<file path="src/rtl/fft_bfly_stage.sv">
// Radix-2 DIF butterfly stage: sum/diff, twiddle multiply on the diff path,
// optional per-stage scaling and saturation, streaming with bubble support.
module fft_bfly_stage #(
  parameter int unsigned HALF  = 32,
  parameter int unsigned SCALE = 0
) (
  input  logic                    clk,
  input  logic                    nrst,
  input  logic                    in_valid,
  input  logic [31:0]             in_a,
  input  logic [31:0]             in_b,
  output logic [$clog2(HALF)-1:0] tw_addr,
  input  logic [31:0]             tw_data,
  output logic                    out_valid,
  output logic [31:0]             out_sum,
  output logic [31:0]             out_diff,
  output logic                    frame_last
);

  localparam int unsigned AW  = $clog2(HALF);
  localparam int unsigned PSH = 15 + SCALE;
  localparam logic [AW-1:0] KLAST = AW'(HALF - 1);

  function automatic logic [15:0] sat16(input logic signed [33:0] x);
    if (x > 34'sd32767)
      return 16'h7fff;
    else if (x < -34'sd32768)
      return 16'h8000;
    else
      return x[15:0];
  endfunction

  logic [AW-1:0] k_q, k_d;

  logic               v1_q, v1_d, l1_q, l1_d;
  logic signed [16:0] sr1_q, sr1_d, si1_q, si1_d;
  logic signed [16:0] dr1_q, dr1_d, di1_q, di1_d;

  logic               v2_q, v2_d, l2_q, l2_d;
  logic signed [16:0] sr2_q, sr2_d, si2_q, si2_d;
  logic signed [32:0] prr_q, prr_d, pii_q, pii_d;
  logic signed [32:0] pri_q, pri_d, pir_q, pir_d;

  logic               v3_q, v3_d, l3_q, l3_d;
  logic signed [16:0] sr3_q, sr3_d, si3_q, si3_d;
  logic signed [33:0] re3_q, re3_d, im3_q, im3_d;

  logic               ov_q, ov_d, fl_q, fl_d;
  logic [31:0]        os_q, os_d, od_q, od_d;

  logic signed [15:0] a_re, a_im, b_re, b_im;
  logic signed [15:0] w_re, w_im;
  logic signed [33:0] re_w, im_w;
  logic signed [33:0] sre_w, sim_w;

  always_comb begin
    k_d = k_q;
    if (in_valid)
      k_d = k_q + AW'(1);
  end

  // stage 1: widened sum and difference, cannot overflow at 17 bits
  always_comb begin
    a_re  = $signed(in_a[31:16]);
    a_im  = $signed(in_a[15:0]);
    b_re  = $signed(in_b[31:16]);
    b_im  = $signed(in_b[15:0]);
    v1_d  = in_valid;
    l1_d  = in_valid && (k_q == KLAST);
    sr1_d = 17'(a_re) + 17'(b_re);
    si1_d = 17'(a_im) + 17'(b_im);
    dr1_d = 17'(a_re) - 17'(b_re);
    di1_d = 17'(a_im) - 17'(b_im);
  end

  // stage 2: ROM word for this pair arrives one cycle after acceptance
  always_comb begin
    w_re  = $signed(tw_data[31:16]);
    w_im  = $signed(tw_data[15:0]);
    v2_d  = v1_q;
    l2_d  = l1_q;
    sr2_d = sr1_q;
    si2_d = si1_q;
    prr_d = 33'(dr1_q) * 33'(w_re);
    pii_d = 33'(di1_q) * 33'(w_im);
    pri_d = 33'(dr1_q) * 33'(w_im);
    pir_d = 33'(di1_q) * 33'(w_re);
  end

  always_comb begin
    re_w  = 34'(prr_q) - 34'(pii_q);
    im_w  = 34'(pri_q) + 34'(pir_q);
    v3_d  = v2_q;
    l3_d  = l2_q;
    sr3_d = sr2_q >>> SCALE;
    si3_d = si2_q >>> SCALE;
    re3_d = re_w >>> PSH;
    im3_d = im_w >>> PSH;
  end

  // output register holds the last result across bubbles
  always_comb begin
    sre_w = 34'(sr3_q);
    sim_w = 34'(si3_q);
    ov_d  = v3_q;
    fl_d  = v3_q && l3_q;
    os_d  = os_q;
    od_d  = od_q;
    if (v3_q) begin
      os_d = {sat16(sre_w), sat16(sim_w)};
      od_d = {sat16(re3_q), sat16(im3_q)};
    end
  end

  always_ff @(posedge clk or negedge nrst) begin
    if (!nrst) begin
      k_q   <= '0;
      v1_q  <= 1'b0;
      l1_q  <= 1'b0;
      sr1_q <= '0;
      si1_q <= '0;
      dr1_q <= '0;
      di1_q <= '0;
      v2_q  <= 1'b0;
      l2_q  <= 1'b0;
      sr2_q <= '0;
      si2_q <= '0;
      prr_q <= '0;
      pii_q <= '0;
      pri_q <= '0;
      pir_q <= '0;
      v3_q  <= 1'b0;
      l3_q  <= 1'b0;
      sr3_q <= '0;
      si3_q <= '0;
      re3_q <= '0;
      im3_q <= '0;
      ov_q  <= 1'b0;
      fl_q  <= 1'b0;
      os_q  <= '0;
      od_q  <= '0;
    end else begin
      k_q   <= k_d;
      v1_q  <= v1_d;
      l1_q  <= l1_d;
      sr1_q <= sr1_d;
      si1_q <= si1_d;
      dr1_q <= dr1_d;
      di1_q <= di1_d;
      v2_q  <= v2_d;
      l2_q  <= l2_d;
      sr2_q <= sr2_d;
      si2_q <= si2_d;
      prr_q <= prr_d;
      pii_q <= pii_d;
      pri_q <= pri_d;
      pir_q <= pir_d;
      v3_q  <= v3_d;
      l3_q  <= l3_d;
      sr3_q <= sr3_d;
      si3_q <= si3_d;
      re3_q <= re3_d;
      im3_q <= im3_d;
      ov_q  <= ov_d;
      fl_q  <= fl_d;
      os_q  <= os_d;
      od_q  <= od_d;
    end
  end

  assign tw_addr    = k_q;
  assign out_valid  = ov_q;
  assign frame_last = fl_q;
  assign out_sum    = os_q;
  assign out_diff   = od_q;

endmodule

</file>
<file path="config.mk">
export PLATFORM = sky130hd
export DESIGN_NAME = fft_bfly_stage
export DESIGN_NICKNAME = d
export VERILOG_FILES = /design/src/rtl/fft_bfly_stage.sv
export SDC_FILE = /design/constraint.sdc
export NUM_CORES = 2
export LEC_CHECK = 0
export CORE_UTILIZATION = 56
export CTS_BUF_LIST = sky130_fd_sc_hd__clkbuf_4
export CTS_CLUSTER_DIAMETER = 60
export DETAILED_ROUTE_END_ITERATION = 10
export MAX_ROUTING_LAYER = met4
export PLACE_DENSITY_LB_ADDON = 0.08
export SLEW_MARGIN = 15
export SYNTH_ARGS = -nofsm -noshare
export SYNTH_HDL_FRONTEND = slang
export SYNTH_SLANG_ARGS = --single-unit
</file>
<file path="constraint.sdc">
create_clock -name clk -period 8.8 [get_ports clk]
set_clock_uncertainty 0.05 [all_clocks]
set_input_delay 1.76 -clock clk [delete_from_list [all_inputs] [get_ports clk]]
set_output_delay 1.76 -clock clk [all_outputs]
set_load 0.01 [all_outputs]
</file>
Word-level counts from Yosys, hierarchy flattened
Index checks and enable logic that the tools add are counted.
{"block": "totals", "register_bits": 383, "in_bits": 99, "output_inout_bits": 71, "elab_cells": 55}
{"block": "classes", "add_sub_neg": 7, "multipliers": 4, "n_lt_le_gt_ge": 8, "n_eq_ne": 1, "muxes": 8, "reduce_logical": 2}
{"cell": "$mul 17x16->33", "n": 4}
{"cell": "$mux 16", "n": 8}
{"cell": "$gt 19x16->1 const B", "n": 2}
{"cell": "$lt 19x16->1 const B", "n": 2}
{"cell": "$add 16x16->17", "n": 2}
{"cell": "$add 33x33->34", "n": 1}
{"cell": "$gt 17x16->1 const B", "n": 2}
{"cell": "$lt 17x16->1 const B", "n": 2}
{"cell": "$sub 16x16->17", "n": 2}
{"cell": "$sub 33x33->34", "n": 1}
{"cell": "$add 5x1->5 const B", "n": 1}
{"cell": "$eq 5x5->1 const B", "n": 1}
{"cell": "$logic_and 1x1->1", "n": 2}

Logic depth before layout (Yosys ltp)
{"block": "logic_depth", "word_depth": 3, "depth_mapped": 25, "ltp_nobuf": 24}

Worst setup path before layout
OpenSTA, ideal clock, no wires.
{"block": "synth_timing", "kind": "input to register", "start": "in tw_data[17]", "end": "reg pir_q[32]", "setup_ns": 0.111, "arrival_ns": 7.490, "required_ns": 8.639, "setup_slack_ns": 1.148, "stages": 19, "path_buffers": 1, "cell_sequence": "clkbuf_1 > nand2_1 > inv_1 > fa_1 > fa_1 > fa_1 > fa_1 > fa_1 > inv_1 > fa_1 > inv_1 > ha_1 > o311a_2 > o31ai_2 > o311a_4 > a21oi_4 > o41ai_4 > mux2i_1 > a2111oi_2"}
{"block": "synth_via", "elab_chain_len": 1}
{"item": "from (decl)", "line": "13", "rtl": "input logic [31:0] tw_data,"}
{"item": "$mul 17x16->33", "line": "87", "rtl": "pir_d = 33'(di1_q) * 33'(w_re);"}
{"item": "via pir_d[32]", "line": "42", "rtl": "logic signed [32:0] pri_q, pri_d, pir_q, pir_d;"}
{"item": "to (signal assigned)", "line": "157", "rtl": "pir_q <= pir_d;"}
{"item": "to (decl)", "line": "42"}
The timed path passes the listed nets, and every way through them passes these cells.
A chain may end at the register's enable or synchronous reset.

Worst setup path in the final report
{"block": "layout_timing", "start": "in tw_data[11]", "end": "reg pii_q[30]"}
{"block": "layout_via", "elab_chain_len": 1}
{"item": "$mul 17x16->33", "line": "85", "rtl": "pii_d = 33'(di1_q) * 33'(w_im);"}
{"item": "via pii_d[30]", "line": "41", "rtl": "logic signed [32:0] prr_q, prr_d, pii_q, pii_d;"}
{"item": "to (signal assigned)", "line": "155", "rtl": "pii_q <= pii_d;"}
{"item": "to (decl)", "line": "41"}
The timed path passes the listed nets, and every way through them passes these cells.

==> results_tabular.tex <==
\begin{tabular}{lr}
\hline
Metric & Value \\
\hline
\multicolumn{2}{l}{\textbf{Logic synthesis}} \\
FFs w/ async S/R, synth & between 90\% and 100\% \\
Synthesized net count & 7624 \\
Number of distinct standard cells referenced by the synthesized netlist & 81 \\
Share of the synthesized area in the top cell type & 38.7\% \\
Number of synthesized register bits & 381 \\
Most frequent cell after synthesis & sky130\_fd\_sc\_hd\_\_inv\_1 \\
Count of flip-flops with a built-in enable after synthesis & 0 \\
Synth Cell Area & around 0.057 mm\^{}2 \\
Synth Flop Type & sky130\_fd\_sc\_hd\_\_dfrtp\_1 \\
Post-synthesis sequential area ratio & 16.6\% \\
Cell taking the most area after synthesis & sky130\_fd\_sc\_hd\_\_fa\_1 \\
Most frequent cells after synthesis & sky130\_fd\_sc\_hd\_\_inv\_1, sky130\_fd\_sc\_hd\_\_fa\_1, sky130\_fd\_sc\_hd\_\_nand2\_1 \\
Yosys warning count & 0 \\
Top post-synthesis cells by area & sky130\_fd\_sc\_hd\_\_fa\_1, sky130\_fd\_sc\_hd\_\_dfrtp\_1, sky130\_fd\_sc\_hd\_\_ha\_1 \\
Mean area per synthesized cell & approximately 9.6 um\^{}2 \\
Post-Synthesis Cells & 5951 \\
\multicolumn{2}{l}{\textbf{GRT}} \\
Residual overflow from global routing & 0 \\
Initial antenna violation count & 5 \\
Total global-route track usage & 28.4\% \\
Global-route wire length before repair & 223000 um \\
Pin count of the biggest net entering global routing & 115 \\
Via count of the first global-routing pass & 42100 \\
\multicolumn{2}{l}{\textbf{Worst setup path}} \\
CP Data Arrival Time & $\sim$8.6 ns \\
Classification of the worst setup path & primary input to register \\
Endpoint class of the critical path & register \\
Worst setup SP type & primary input \\
Critical-path maximum fanout & 17 \\
Required time worst endpoint & 9.58 ns \\
\multicolumn{2}{l}{\textbf{STA}} \\
\# setup viols final & 0 \\
Final-report hold violation count & 0 \\
Final critical delay including setup and external delays & 7.84 ns \\
Total negative slack & 0 ns \\
Pin slew with the least headroom to its limit & 1.12 ns \\
Setup repair after global routing missed its margin & false \\
Top achievable clock speed & between 0.1 and 0.15 GHz \\
Share of the clock period used by the worst path after layout & 89.1\% \\
Max\_slew headroom & 25.1\% \\
Slew Limit Fails & 0 \\
\multicolumn{2}{l}{\textbf{Layout}} \\
Number of nets in the layout & just under 8000 \\
Share of layout cells above drive strength 1 & 5.53\% \\
Filler Cell Count & 8877 \\
Area Growth Syn to Fin & 8.56\% \\
\multicolumn{2}{l}{\textbf{Clock network}} \\
TritonCTS clock tree & built \\
Clock transition time at the flip-flop clock pins of the worst setup and hold paths & approximately 0.070 ns \\
Latest clock arrival within the worst-skew pair & 1.03 ns \\
Root Driver & sky130\_fd\_sc\_hd\_\_clkbuf\_4 \\
Post-CTS Hold Fix Bufs & 0 \\
CTS Buffer Depth & 3 \\
CTS Buf Count & $\sim$110 \\
Clock Sink Count & 381 \\
\# Post-CTS Setup Buffers & 0 \\
\# resized after CTS & 0 \\
H-tree lvl count & 3 \\
\multicolumn{2}{l}{\textbf{Min path}} \\
Path type of the worst min-delay path & register to register \\
\multicolumn{2}{l}{\textbf{Route}} \\
Initial drt markers & 2321 \\
DRC & 0 \\
Vias after detailed routing & 39400 \\
Average vias per placed instance & 5.24 \\
DRT Pass-1 Iters & 5 \\
Wire length per cell & 17.6 um \\
DRT Wirelength & 132000 um \\
Antenna Nets Post-Route & 0 \\
\multicolumn{2}{l}{\textbf{Floorplan}} \\
Number of top-level pins & 170 \\
Vertical extent of the die & 322 um \\
Count of standard-cell rows & 117 \\
Starting Density & 56.4\% \\
DIE AREA & 0.104 mm\^{}2 \\
Width of the die & 322 um \\
Area of the core region & roughly 0.10 mm\^{}2 \\
\multicolumn{2}{l}{\textbf{Status}} \\
Status & complete, no violations \\
\multicolumn{2}{l}{\textbf{Placed design}} \\
Routability cong. & 0.897 \\
Number of I/O port buffers & 169 \\
Hpwl dp & just over 100000 um \\
\multicolumn{2}{l}{\textbf{Flow run}} \\
Max-cap check violation count & 0 \\
\hline
\end{tabular}
[cell type report]
class | count | area (um^2) | area share [%]
multi-input cells | 3937 | 41700 | 67.0
clock inverters | 32 | 213 | 0.342
repair buffers | 255 | 2670 | 4.28
inverters | 1387 | 5210 | 8.36
diodes | 4 | 10.0 | 0.0161
flip-flops and latches | 381 | 9550 | 15.3
well taps | 1368 | 1710 | 2.75
clock buffers | 161 | 1210 | 1.94
[flip-flops by register name, summed over array words and instances, names as in the netlist, 5 cells and up]
name,count
prr_q,33
sr1_q,16
sr2_q,17
im3_q,19
pii_q,33
si1_q,16
pri_q,33
re3_q,19
pir_q,33
sr3_q,17
si2_q,17
out_diff,32
out_sum,32
dr1_q,17
di1_q,17
si3_q,17
tw_addr,5
[layout by cell type (no fill, tap or decap), types with 34 or more instances in the layout]
| cell | synthesis | final |
|---|---|---|
| sky130_fd_sc_hd__nor2_1 | 188 | 187 |
| sky130_fd_sc_hd__mux2_2 | 37 | 37 |
| sky130_fd_sc_hd__and2_1 | 519 | 519 |
| sky130_fd_sc_hd__dfrtp_1 | 381 | 369 |
| sky130_fd_sc_hd__inv_1 | 1386 | 1386 |
| sky130_fd_sc_hd__o21ai_0 | 69 | 69 |
| sky130_fd_sc_hd__ha_1 | 466 | 466 |
| sky130_fd_sc_hd__clkbuf_4 | 0 | 161 |
| sky130_fd_sc_hd__fa_1 | 1108 | 1108 |
| sky130_fd_sc_hd__a21oi_1 | 180 | 180 |
| sky130_fd_sc_hd__nand3_1 | 34 | 34 |
| sky130_fd_sc_hd__clkdlybuf4s50_1 | 0 | 168 |
| sky130_fd_sc_hd__xor2_1 | 58 | 58 |
| sky130_fd_sc_hd__nor3_1 | 39 | 39 |
| sky130_fd_sc_hd__buf_4 | 0 | 60 |
| sky130_fd_sc_hd__nand2_1 | 623 | 623 |
| sky130_fd_sc_hd__o22ai_1 | 37 | 37 |
| sky130_fd_sc_hd__xnor2_1 | 175 | 175 |
| sky130_fd_sc_hd__a21o_1 | 66 | 66 |
[routing by layer]
layer / wire length [um] / vias to the layer above / global-route usage, %
met5: 0 / - / -
li1: - / 18100 / -
met2: 61000 / 1037 / 43.1
met3: 8160 / 153 / 4.48
met4: 3990 / 0 / 9.01
met1: 59100 / 20100 / 39.3
[cells by family (layout without fill, tap and decap cells)]
group | count (synthesis) | after routing | synth area share, %
AOI/OAI and AO/OA | 545 | 545 | 6.19
xor gates and xnor gates | 233 | 233 | 3.56
adders and majority gates | 1589 | 1589 | 49.1
buffers and inverters | 1633 | 1835 | 10.7
DFF | 381 | 381 | 16.6
muxes | 38 | 38 | 0.744
other | 0 | 4 | 0
and+or+nand+nor | 1532 | 1532 | 13.1
[worst max-delay path, cell delays in order]
cell	delay, ns
sky130_fd_sc_hd__clkdlybuf4s50_1	0.86
sky130_fd_sc_hd__buf_4	0.38
sky130_fd_sc_hd__nand2_1	0.11
sky130_fd_sc_hd__fa_1	0.56
sky130_fd_sc_hd__inv_1	0.06
sky130_fd_sc_hd__fa_1	0.56
sky130_fd_sc_hd__fa_1	0.44
sky130_fd_sc_hd__fa_1	0.49
sky130_fd_sc_hd__fa_1	0.50
sky130_fd_sc_hd__inv_1	0.05
sky130_fd_sc_hd__fa_1	0.47
sky130_fd_sc_hd__inv_1	0.04
sky130_fd_sc_hd__ha_1	0.33
sky130_fd_sc_hd__a21o_1	0.20
sky130_fd_sc_hd__a211o_1	0.33
sky130_fd_sc_hd__nor3_1	0.15
sky130_fd_sc_hd__nand2_1	0.07
sky130_fd_sc_hd__nor3_1	0.32
sky130_fd_sc_hd__nor3_1	0.23
sky130_fd_sc_hd__a21oi_1	0.40
sky130_fd_sc_hd__o21ai_0	0.16
sky130_fd_sc_hd__xnor2_1	0.15
[stage by stage]
stage	hold WS (ns)	cell area, um^2	setup slack [ns]	util, %	std cells
5_1_grt	0.221	62300	0.614	61.3	7525
3_5_place_dp	0.285	60800	0.155	59.9	7328
2_1_floorplan	0.281	57300	1.15	-	5951
4_1_cts	0.220	62200	1.24	61.3	7521
3_3_place_gp	0.281	60800	0.202	59.9	7328
6_report	0.232	62300	0.959	61.3	7525
[worst paths after layout]
kind | startpoint | cells past startpoint | endpoint | slack [ns]
worst max-delay path | tw_data[11] | 22 | pii_q[30]$_DFF_PN0_ | 0.96
worst min-delay path | si1_q[13]$_DFF_PN0_ | 0 | si2_q[13]$_DFF_PN0_ | 0.23
worst max register to register | dr1_q[7]$_DFF_PN0_ | 21 | prr_q[30]$_DFF_PN0_ | 1.19
worst min register to register | si1_q[13]$_DFF_PN0_ | 0 | si2_q[13]$_DFF_PN0_ | 0.23
max in group asynchronous | nrst | 2 | ov_d$_DFF_PN0_ | 6.53
min in group asynchronous | nrst | 1 | pri_q[22]$_DFF_PN0_ | 0.77
Power is left out: the tool's default activity adds up to more than one toggle a clock period on the data nets, which glitch-free logic cannot reach.
